**config.mk**
```make
export PLATFORM = sky130hd
export DESIGN_NAME = alu_issue_stage
export DESIGN_NICKNAME = d
export VERILOG_FILES = /design/src/rtl/alu_issue_stage_pkg.sv /design/src/rtl/alu_issue_stage.sv
export SDC_FILE = /design/constraint.sdc
export NUM_CORES = 1
export LEC_CHECK = 0
export ABC_AREA = 1
export BUFFER_PORTS_ARGS = -buffer_cell sky130_fd_sc_hd__buf_2
export CAP_MARGIN = 20
export CORE_AREA = 2 2 110 112
export DETAILED_ROUTE_END_ITERATION = 7
export DIE_AREA = 0 0 112 114
export GPL_ROUTABILITY_DRIVEN = 1
export GPL_TIMING_DRIVEN = 0
export PLACE_DENSITY = 0.55
export SLEW_MARGIN = 25
export SYNTH_ARGS = -nofsm -noshare
export SYNTH_HDL_FRONTEND = slang
export SYNTH_SLANG_ARGS = --single-unit
```
**constraint.sdc**
```tcl
create_clock -name iClk -period 1.3 [get_ports iClk]
set_input_delay 0.26 -clock iClk [delete_from_list [all_inputs] [get_ports iClk]]
set_output_delay 0.26 -clock iClk [all_outputs]
set_load 0.005 [all_outputs]
```
**src/rtl/alu_issue_stage_pkg.sv**
```systemverilog
// Shared constants for the ALU issue stage and the logic unit's opcode decode.
// Holds the opcode encodings, state encodings and the legality helper.
package alu_issue_stage_pkg;

    localparam int unsigned OPC_W = 3;
    localparam int unsigned ST_W  = 2;

    localparam logic [OPC_W-1:0] OC_NA  = 3'b000;
    localparam logic [OPC_W-1:0] OC_NB  = 3'b001;
    localparam logic [OPC_W-1:0] OC_OR  = 3'b010;
    localparam logic [OPC_W-1:0] OC_AND = 3'b011;
    localparam logic [OPC_W-1:0] OC_XOR = 3'b100;
    localparam logic [OPC_W-1:0] OC_MAX = 3'b100;

    localparam logic [ST_W-1:0] ST_IDLE = 2'd0;
    localparam logic [ST_W-1:0] ST_EXEC = 2'd1;
    localparam logic [ST_W-1:0] ST_RESP = 2'd2;

    typedef enum logic [ST_W-1:0] {
        S_IDLE = ST_IDLE,
        S_EXEC = ST_EXEC,
        S_RESP = ST_RESP
    } state_e;

    // Opcodes above OC_MAX reach the logic unit but are flagged, uncounted and never accumulated.
    function automatic logic oc_legal(input logic [OPC_W-1:0] op);
        return (op <= OC_MAX);
    endfunction

endpackage

```
**src/rtl/alu_issue_stage.sv**
```systemverilog
// Issue/retire stage around the external 16-bit logic unit: capture, one execute
// cycle, registered result with accumulator chaining and a saturating zero counter.
module alu_issue_stage
    import alu_issue_stage_pkg::*;
#(
    parameter int unsigned WIDTH  = 16,
    parameter int unsigned ZCNT_W = 8
) (
    input  logic              iClk,
    input  logic              iRstN,
    input  logic              iValid,
    output logic              oReady,
    input  logic [WIDTH-1:0]  iA,
    input  logic [WIDTH-1:0]  iB,
    input  logic [OPC_W-1:0]  iOpcode,
    input  logic              iUseAcc,
    input  logic              iAccClr,
    output logic [WIDTH-1:0]  oLuA,
    output logic [WIDTH-1:0]  oLuB,
    output logic [OPC_W-1:0]  oLuOpcode,
    input  logic [WIDTH-1:0]  iLuX,
    input  logic              iLuZero,
    output logic              oValid,
    input  logic              iReady,
    output logic [WIDTH-1:0]  oX,
    output logic              oZero,
    output logic              oIllegal,
    output logic [ZCNT_W-1:0] oZeroCount
);

    localparam logic [ZCNT_W-1:0] ZCNT_MAX = '1;

    state_e              r_state;
    logic                r_ready;
    logic                r_valid;
    logic [WIDTH-1:0]    r_a;
    logic [WIDTH-1:0]    r_b;
    logic [OPC_W-1:0]    r_op;
    logic [WIDTH-1:0]    r_x;
    logic                r_zero;
    logic                r_illegal;
    logic [WIDTH-1:0]    r_acc;
    logic [ZCNT_W-1:0]   r_zcnt;

    logic [WIDTH-1:0]    w_acc_eff;
    logic                w_op_legal;

    // A same-edge clear makes the accumulator read as zero at capture.
    assign w_acc_eff  = iAccClr ? '0 : r_acc;
    assign w_op_legal = oc_legal(r_op);

    // FSM with operand, result, accumulator and counter registers.
    always_ff @(posedge iClk or negedge iRstN) begin
        if (!iRstN) begin
            r_state   <= S_IDLE;
            r_ready   <= 1'b1;
            r_valid   <= 1'b0;
            r_a       <= '0;
            r_b       <= '0;
            r_op      <= '0;
            r_x       <= '0;
            r_zero    <= 1'b0;
            r_illegal <= 1'b0;
            r_acc     <= '0;
            r_zcnt    <= '0;
        end else begin
            unique case (r_state)
                S_IDLE: begin
                    if (iValid) begin
                        r_a     <= iA;
                        r_op    <= iOpcode;
                        r_b     <= iUseAcc ? w_acc_eff : iB;
                        r_ready <= 1'b0;
                        r_state <= S_EXEC;
                    end
                end
                S_EXEC: begin
                    r_x       <= iLuX;
                    r_zero    <= iLuZero;
                    r_illegal <= ~w_op_legal;
                    if (w_op_legal) begin
                        r_acc <= iLuX;
                        if (iLuZero && (r_zcnt != ZCNT_MAX)) begin
                            r_zcnt <= r_zcnt + ZCNT_W'(1);
                        end
                    end
                    r_valid <= 1'b1;
                    r_state <= S_RESP;
                end
                S_RESP: begin
                    if (iReady) begin
                        r_valid <= 1'b0;
                        r_ready <= 1'b1;
                        r_state <= S_IDLE;
                    end
                end
                default: begin
                    r_valid <= 1'b0;
                    r_ready <= 1'b1;
                    r_state <= S_IDLE;
                end
            endcase
            // Clear overrides any accumulator update on the same edge.
            if (iAccClr) begin
                r_acc <= '0;
            end
        end
    end

    assign oReady     = r_ready;
    assign oValid     = r_valid;
    assign oLuA       = r_a;
    assign oLuB       = r_b;
    assign oLuOpcode  = r_op;
    assign oX         = r_x;
    assign oZero      = r_zero;
    assign oIllegal   = r_illegal;
    assign oZeroCount = r_zcnt;

endmodule

```
==> metrics.json, run 1 <==
{
  "run_status": {"value": "finished, final reports clean"},
  "wire_per_inst": {"value": 12.8, "unit": "µm"},
  "peak_fanout_along_the_critical_path": {"value": 4},
  "design_area": {"value": 4920, "unit": "µm²"},
  "comb_power_share": {"value": 33.7, "unit": "%"},
  "mappedNetlistArea": {"value": 3540, "unit": "µm²"},
  "cp.buffers_inverters": {"value": 2},
  "insertion_delay": {"value": 0.33, "unit": "ns"},
  "detailed_route_drc_error_count": {"value": 0},
  "number_of_instances_in_the_synthesized_netlist": {"value": 440},
  "dieWidth": {"value": 112, "unit": "µm"},
  "totalNegativeSetupSlack": {"value": 0, "unit": "ns"},
  "leakagePower": {"value": 0.00282, "unit": "µW"},
  "holdPathStages": {"value": 3},
  "globalRouteTotalUtil": {"value": 15.3, "unit": "%"},
  "die_height": {"value": 114, "unit": "µm"},
  "setup_repair_after_global_routing_missed_its_margin": {"value": "true"},
  "detailroute.via_count": {"value": 3202},
  "critical_path.endpoint_type": {"value": "output pin"},
  "cts_buffers": {"value": 9},
  "drt_iter0_markers": {"value": 182},
  "drive_gt1_share": {"value": 32.8, "unit": "%"},
  "report.final.hold_viol_count": {"value": 0},
  "layout.cells.most_common": {"value": "nand2_1"},
  "multiInputGateArea": {"value": 1380, "unit": "µm²"},
  "detail-route-antenna-nets": {"value": 0},
  "place.detailed.instances": {"value": 708},
  "insertedDiodeCount": {"value": 0},
  "slew_limit_fails": {"value": 0},
  "internal-power": {"value": 6940, "unit": "µW"},
  "fin_nets": {"value": 649},
  "clock_power_share": {"value": 26.5, "unit": "%"},
  "synth.mux.area_fraction": {"value": 0, "unit": "%"},
  "die_area": {"value": 12800, "unit": "µm²"},
  "synth_sequential_area_ratio": {"value": 57.4, "unit": "%"},
  "final_layout_fill_cell_count": {"value": 1212},
  "grt_antenna_before_repair": {"value": 0},
  "place.detailed.hpwl": {"value": 6.99, "unit": "mm"},
  "timing.final.crit_share": {"value": 99.7, "unit": "%"},
  "drt_wl_total": {"value": 9.48, "unit": "mm"},
  "timing.max_slew.rel_slack": {"value": 71.1, "unit": "%"},
  "cap_violations": {"value": 0},
  "clk_root_buffer_cell": {"value": "clkbuf_16"},
  "tightestPinTransition": {"value": 0.434, "unit": "ns"},
  "via_count_of_the_first_global_routing_pass": {"value": 3019},
  "area_growth_syn_to_layout": {"value": 39.2, "unit": "%"},
  "regArea": {"value": 2030, "unit": "µm²"},
  "synth_xor_area_share": {"value": 0.743, "unit": "%"},
  "via_per_inst": {"value": 4.32},
  "combinational_family_with_the_most_area_after_synthesis": {"value": "simple AND/OR/NAND/NOR gates"},
  "io_buffer_count": {"value": 120},
  "clock.fmax": {"value": 0.771, "unit": "GHz"},
  "synth.net_count": {"value": 499},
  "worst-r2r-cell-count": {"value": 7},
  "yosys_register_bits": {"value": 81},
  "required": {"value": 1.04, "unit": "ns"},
  "maximum_clock_skew_at_final_layout": {"value": 0.00774, "unit": "ns"},
  "clkSlewWorstSetupHoldPaths": {"value": 0.06, "unit": "ns"},
  "hold_path.class": {"value": "primary input to flop"},
  "critPathLaunchType": {"value": "flop"},
  "fraction_of_the_mapped_netlist_area_in_compound_gates": {"value": 3.82, "unit": "%"},
  "p_per_area": {"value": 2130, "unit": "nW/µm²"},
  "start_util": {"value": 30.2, "unit": "%"},
  "most-common-layout-cells": {"value": "nand2_1 (236), buf_2 (128), dfrtp_1 (77)"},
  "placeableCoreArea": {"value": 11700, "unit": "µm²"},
  "seqPwrFrac": {"value": 39.8, "unit": "%"},
  "cp.depth": {"value": 2},
  "ios": {"value": 121},
  "grt.overflow.total": {"value": 0},
  "synthSimpleGateAreaFrac": {"value": 31.6, "unit": "%"},
  "worst_path_largest_cell_delay": {"value": 0.43, "unit": "ns"},
  "cell_count_final_fillers_out": {"value": 742},
  "grt_start_max_net_pins": {"value": 51},
  "crit_type": {"value": "flop to output pin"},
  "peak_ir_drop_on_the_vdd_network": {"value": 1.05, "unit": "mV"},
  "cts_max_level": {"value": 3},
  "synthAdderAreaFrac": {"value": 0.354, "unit": "%"},
  "yosysUniqueCellTypes": {"value": 21},
  "gp_congestion": {"value": 0.745},
  "critPathSlowestCell": {"value": "dfrtp_1"},
  "min_period": {"value": 1.30, "unit": "ns"},
  "worst_path_cell_chain": {"value": "buf_4 -> buf_2"},
  "grt_first_pass_wirelength": {"value": 15.4, "unit": "mm"},
  "dpl-instance-area": {"value": 4350, "unit": "µm²"},
  "netSwitchingFraction": {"value": 33.9, "unit": "%"},
  "power_switching": {"value": 3550, "unit": "µW"},
  "synth_area_per_cell": {"value": 8.04, "unit": "µm²"},
  "rows": {"value": 40},
  "cts-root-to-sink-buffers": {"value": 2},
  "cts_tree": {"value": "built"},
  "critical-path-top-delay-family": {"value": "flip-flops"},
  "report.final.setup_viol": {"value": 0},
  "worst-endpoint-arrival": {"value": 1.04, "unit": "ns"},
  "yosys_warnings": {"value": 0},
  "numClockSinks": {"value": 81},
  "detailedRoute.firstPassIterationCount": {"value": 4}
}
## cells by family (layout without fill, tap and decap cells)
group | count (synthesis) | count (layout)
AO/OA/AOI/OAI | 26 | 26
buffers and inverters | 48 | 203
flip-flops | 81 | 81
adder cells (fa/ha/maj) | 1 | 1
XOR/XNOR | 3 | 3
AND/OR/NAND/NOR | 281 | 281
## cell type report
class,instances,area share (%)
clock inverter,5,1.58
inverter,33,2.57
sequential,81,41.3
buffer,15,1.88
tap,147,3.74
clock buffer,11,5.13
timing repair buffer,139,15.7
multi-input combinational,311,28.1
## power groups by stage
stage	clock, µW	combinational [µW]	sequential [µW]
2_1_floorplan	0	1610	4200
3_3_place_gp	0	3110	4140
3_5_place_dp	0	3200	4150
4_1_cts	2850	3290	4140
5_1_grt	2960	4070	4330
6_report	2780	3540	4180
## layer usage
metal	GRT usage, %	up-vias	share of wire [%]
met5	0	-	0
met4	6.91	0	2.2
met3	3.08	15	4.7
met2	21.9	83	45
met1	22.4	1462	48
li1	-	1642	-
## Yosys cell counts
master / n / area [µm²]
buf_2: 8 / 40.0
buf_4: 4 / 30.0
buf_6: 1 / 11.3
clkbuf_1: 2 / 7.51
dfrtp_1: 80 / 2000
dfstp_2: 1 / 26.3
ha_1: 1 / 12.5
inv_1: 31 / 116
inv_2: 1 / 3.75
inv_4: 1 / 6.26
nand2_1: 239 / 897
nand2_2: 4 / 25.0
nand3_1: 21 / 105
nor2_1: 12 / 45.0
nor2_2: 2 / 12.5
nor2_4: 3 / 33.8
o211ai_1: 2 / 15.0
o21ai_0: 23 / 115
o21ai_1: 1 / 5.00
xnor2_1: 2 / 17.5
xor2_1: 1 / 8.76
## stage by stage
step / utilization, % / total power, µW / hold WS (ns) / worst slack [ns]
after floorplan: - / 5810 / -0.0356 / 0.0584
after global placement: 36.9 / 7250 / 0.454 / -0.687
after detailed placement: 37.1 / 7350 / 0.234 / -0.181
after CTS: 40.6 / 10300 / 0.107 / -0.0217
after global routing: 42.0 / 11400 / 0.113 / -0.0480
final: 42.0 / 10500 / 0.117 / 0.00368
## flip-flops by register name (all words and copies together), names as in the netlist
register and flops:
oLuA 16, oLuB 16, oX 16, r_acc 16, oZeroCount 8, oLuOpcode 3, r_state 2, oIllegal 1
oReady 1, oValid 1, oZero 1
## worst paths after layout
kind | startpoint | endpoint | slack [ns]
worst max-delay path | oZeroCount[0] | oZeroCount[0] | 0.004
worst min-delay path | iOpcode[0] | oLuOpcode[0] | 0.12
worst max register to register | r_state[0] | r_acc[12] | 0.05
worst min register to register | r_acc[15] | r_acc[15] | 0.47
max in group asynchronous | iRstN | oReady | 0.24
min in group asynchronous | iRstN | oLuA[2] | 0.41
## worst register-to-register path: cells and delay by family, from the launching register on
kind / cells / cell delay, ns
DFF: 1 / 0.43
and+or+nand+nor: 5 / 0.42
buffers and inverters: 2 / 0.33
## timing repair
| item | in CTS | in global routing |
|---|---|---|
| endpoints found under the hold margin | 31 | 0 |
| buffers inserted | 5 | 10 |
| gates cloned | 0 | 2 |
| gates resized for setup | 7 | 23 |
| setup endpoints to repair | 50 | 50 |
| pin swaps | 3 | 12 |
| hold buffers | 1 | 0 |
(Power assumes the default switching activity.)
==> inputs of run 2 (changes only) <==
- PLACE_DENSITY: 0.55 -> 0.54
==> run 2 against run 1 <==
  * Non-clock buffer count is 4 lower
  * Utilization hardly changed
  * Sequential power hardly changed
  * Maximum frequency shrank 0.22%
  * Combinational power about the same
  * Critical path depth unchanged
  * Cell count fell by 0.54%
  * Total power is 0.24% higher
  * Hold slack worse by 0.0060 ns
  * Design area rose by 0.10%
  * Via count decreased by 0.62%
  * Worst setup slack worse by 0.0029 ns
==> metrics.json, run 2 (synthesized netlist as in run 1, its figures left out) <==
{
  "run_status": {"value": "finished, final reports clean"},
  "maximum_clock_skew_at_final_layout": {"value": 0.00826, "unit": "ns"},
  "drt_iter0_markers": {"value": 141},
  "cell_count_final_fillers_out": {"value": 738},
  "placeableCoreArea": {"value": 11700, "unit": "µm²"},
  "cts_buffers": {"value": 9},
  "dieWidth": {"value": 112, "unit": "µm"},
  "clock.fmax": {"value": 0.770, "unit": "GHz"},
  "layout.cells.most_common": {"value": "nand2_1"},
  "wire_per_inst": {"value": 13.0, "unit": "µm"},
  "place.detailed.hpwl": {"value": 7.07, "unit": "mm"},
  "critPathSlowestCell": {"value": "dfrtp_1"},
  "drt_wl_total": {"value": 9.59, "unit": "mm"},
  "worst_path_largest_cell_delay": {"value": 0.43, "unit": "ns"},
  "place_worst_setup_slack": {"value": -0.162, "unit": "ns"},
  "rows": {"value": 40},
  "via_per_inst": {"value": 4.31},
  "worst_path_cell_chain": {"value": "buf_4 -> buf_2"},
  "area_growth_syn_to_layout": {"value": 39.3, "unit": "%"},
  "final_layout_fill_cell_count": {"value": 1246},
  "start_util": {"value": 30.2, "unit": "%"},
  "die_height": {"value": 114, "unit": "µm"},
  "die_area": {"value": 12800, "unit": "µm²"},
  "detailroute.via_count": {"value": 3182},
  "cts_max_level": {"value": 3},
  "detailedRoute.firstPassIterationCount": {"value": 5},
  "grt_antenna_before_repair": {"value": 0},
  "grt_first_pass_wirelength": {"value": 15.3, "unit": "mm"},
  "insertedDiodeCount": {"value": 0},
  "dpl-instance-area": {"value": 4350, "unit": "µm²"},
  "p_total": {"value": 10500, "unit": "µW"},
  "critical_path.endpoint_type": {"value": "output pin"},
  "gp_congestion": {"value": 0.788},
  "peak_fanout_along_the_critical_path": {"value": 4},
  "report.final.hold_viol_count": {"value": 0},
  "grt.overflow.total": {"value": 0},
  "report.final.setup_viol": {"value": 0},
  "min_period": {"value": 1.30, "unit": "ns"},
  "final_core_util": {"value": 42.1, "unit": "%"},
  "cp.buffers_inverters": {"value": 2},
  "worst-endpoint-arrival": {"value": 1.04, "unit": "ns"},
  "tightestPinTransition": {"value": 0.420, "unit": "ns"},
  "globalRouteTotalUtil": {"value": 15.2, "unit": "%"},
  "postLayoutSetupSlackWorst": {"value": 0.000770, "unit": "ns"},
  "timing.max_slew.rel_slack": {"value": 72.0, "unit": "%"},
  "detailed_route_drc_error_count": {"value": 0},
  "clkSlewWorstSetupHoldPaths": {"value": 0.07, "unit": "ns"},
  "setup_repair_after_global_routing_missed_its_margin": {"value": "true"},
  "ios": {"value": 121},
  "design_area": {"value": 4930, "unit": "µm²"},
  "crit_type": {"value": "flop to output pin"},
  "cts_tree": {"value": "built"},
  "critical-path-top-delay-family": {"value": "flip-flops"},
  "required": {"value": 1.04, "unit": "ns"},
  "numClockSinks": {"value": 81},
  "place.detailed.instances": {"value": 708},
  "insertion_delay": {"value": 0.34, "unit": "ns"},
  "grt_start_max_net_pins": {"value": 53},
  "most-common-layout-cells": {"value": "nand2_1 (227), buf_2 (127), dfrtp_1 (78)"},
  "detail-route-antenna-nets": {"value": 0},
  "peak_ir_drop_on_the_vdd_network": {"value": 0.794, "unit": "mV"},
  "via_count_of_the_first_global_routing_pass": {"value": 3102},
  "p_per_area": {"value": 2140, "unit": "nW/µm²"},
  "slew_limit_fails": {"value": 0},
  "regArea": {"value": 2030, "unit": "µm²"},
  "cts-root-to-sink-buffers": {"value": 2},
  "fin_nets": {"value": 645},
  "clk_root_buffer_cell": {"value": "clkbuf_16"},
  "multiInputGateArea": {"value": 1400, "unit": "µm²"},
  "hold_path.class": {"value": "primary input to flop"},
  "timing.final.crit_share": {"value": 99.9, "unit": "%"},
  "cap_violations": {"value": 0},
  "io_buffer_count": {"value": 120},
  "leakagePower": {"value": 0.00280, "unit": "µW"},
  "critPathLaunchType": {"value": "flop"},
  "drive_gt1_share": {"value": 33.7, "unit": "%"}
}
-- run 2: timing repair --
action | in CTS | in global routing
setup endpoints to repair | 50 | 50
pin swaps | 3 | 16
hold endpoints to repair | 29 | 0
gates resized for setup | 5 | 38
setup buffers | 4 | 7
gates cloned | 0 | 2
hold buffers | 1 | 0
-- run 2: final timing paths --
kind | startpoint | to | slack, ns | cells after the start
min in group asynchronous | iRstN | oLuA[1] | 0.41 | 2
max in group asynchronous | iRstN | oReady | 0.24 | 3
min | iA[3] | oLuA[3] | 0.11 | 3
min reg2reg | oLuA[12] | oLuA[12] | 0.47 | 2
max | oZeroCount[0] | oZeroCount[0] | 0.0008 | 2
max reg2reg | oLuOpcode[0] | r_acc[9] | 0.03 | 7
-- run 2: tightest hold or removal path: cells and delay by family --
kind	cells	cell delay (ns)
AND/OR/NAND/NOR	2	0.09
buffers and inverters	1	0.07
-- run 2: final cells by class --
| class | count | share of cell area, % |
|---|---|---|
| clock inverters | 6 | 1.85 |
| clock buffers | 10 | 4.85 |
| multi-input cells | 311 | 28.5 |
| well taps | 147 | 3.73 |
| plain buffers | 15 | 1.96 |
| repair buffers | 135 | 15.3 |
| inverters | 33 | 2.62 |
| flip-flops and latches | 81 | 41.2 |
-- run 2: power by group --
part	total [µW]	internal, µW	switching (µW)
registers	4190	3540	650
logic	3560	1640	1920
clock network	2770	1740	1040
-- run 2: per-stage QoR --
| step | TNS (ns) | hold slack (ns) |
|---|---|---|
| CTS | -0.286 | 0.105 |
| finish | 0 | 0.111 |
| global placement | -54.79 | 0.455 |
| global route | -0.828 | 0.116 |
| detailed placement | -3.14 | 0.229 |
| floorplan | 0 | -0.0356 |
-- run 2: layer usage --
metal  global-route usage (%)  routed length (µm)  part of all wire (%)  vias up
met4                     5.45                 196                   2.0        0
li1                         -                   -                     -     1634
met5                        0                   0                     0        -
met3                     3.83                 407                   4.2       15
met1                     20.8                4430                    46     1457
met2                     23.6                4560                    48       76
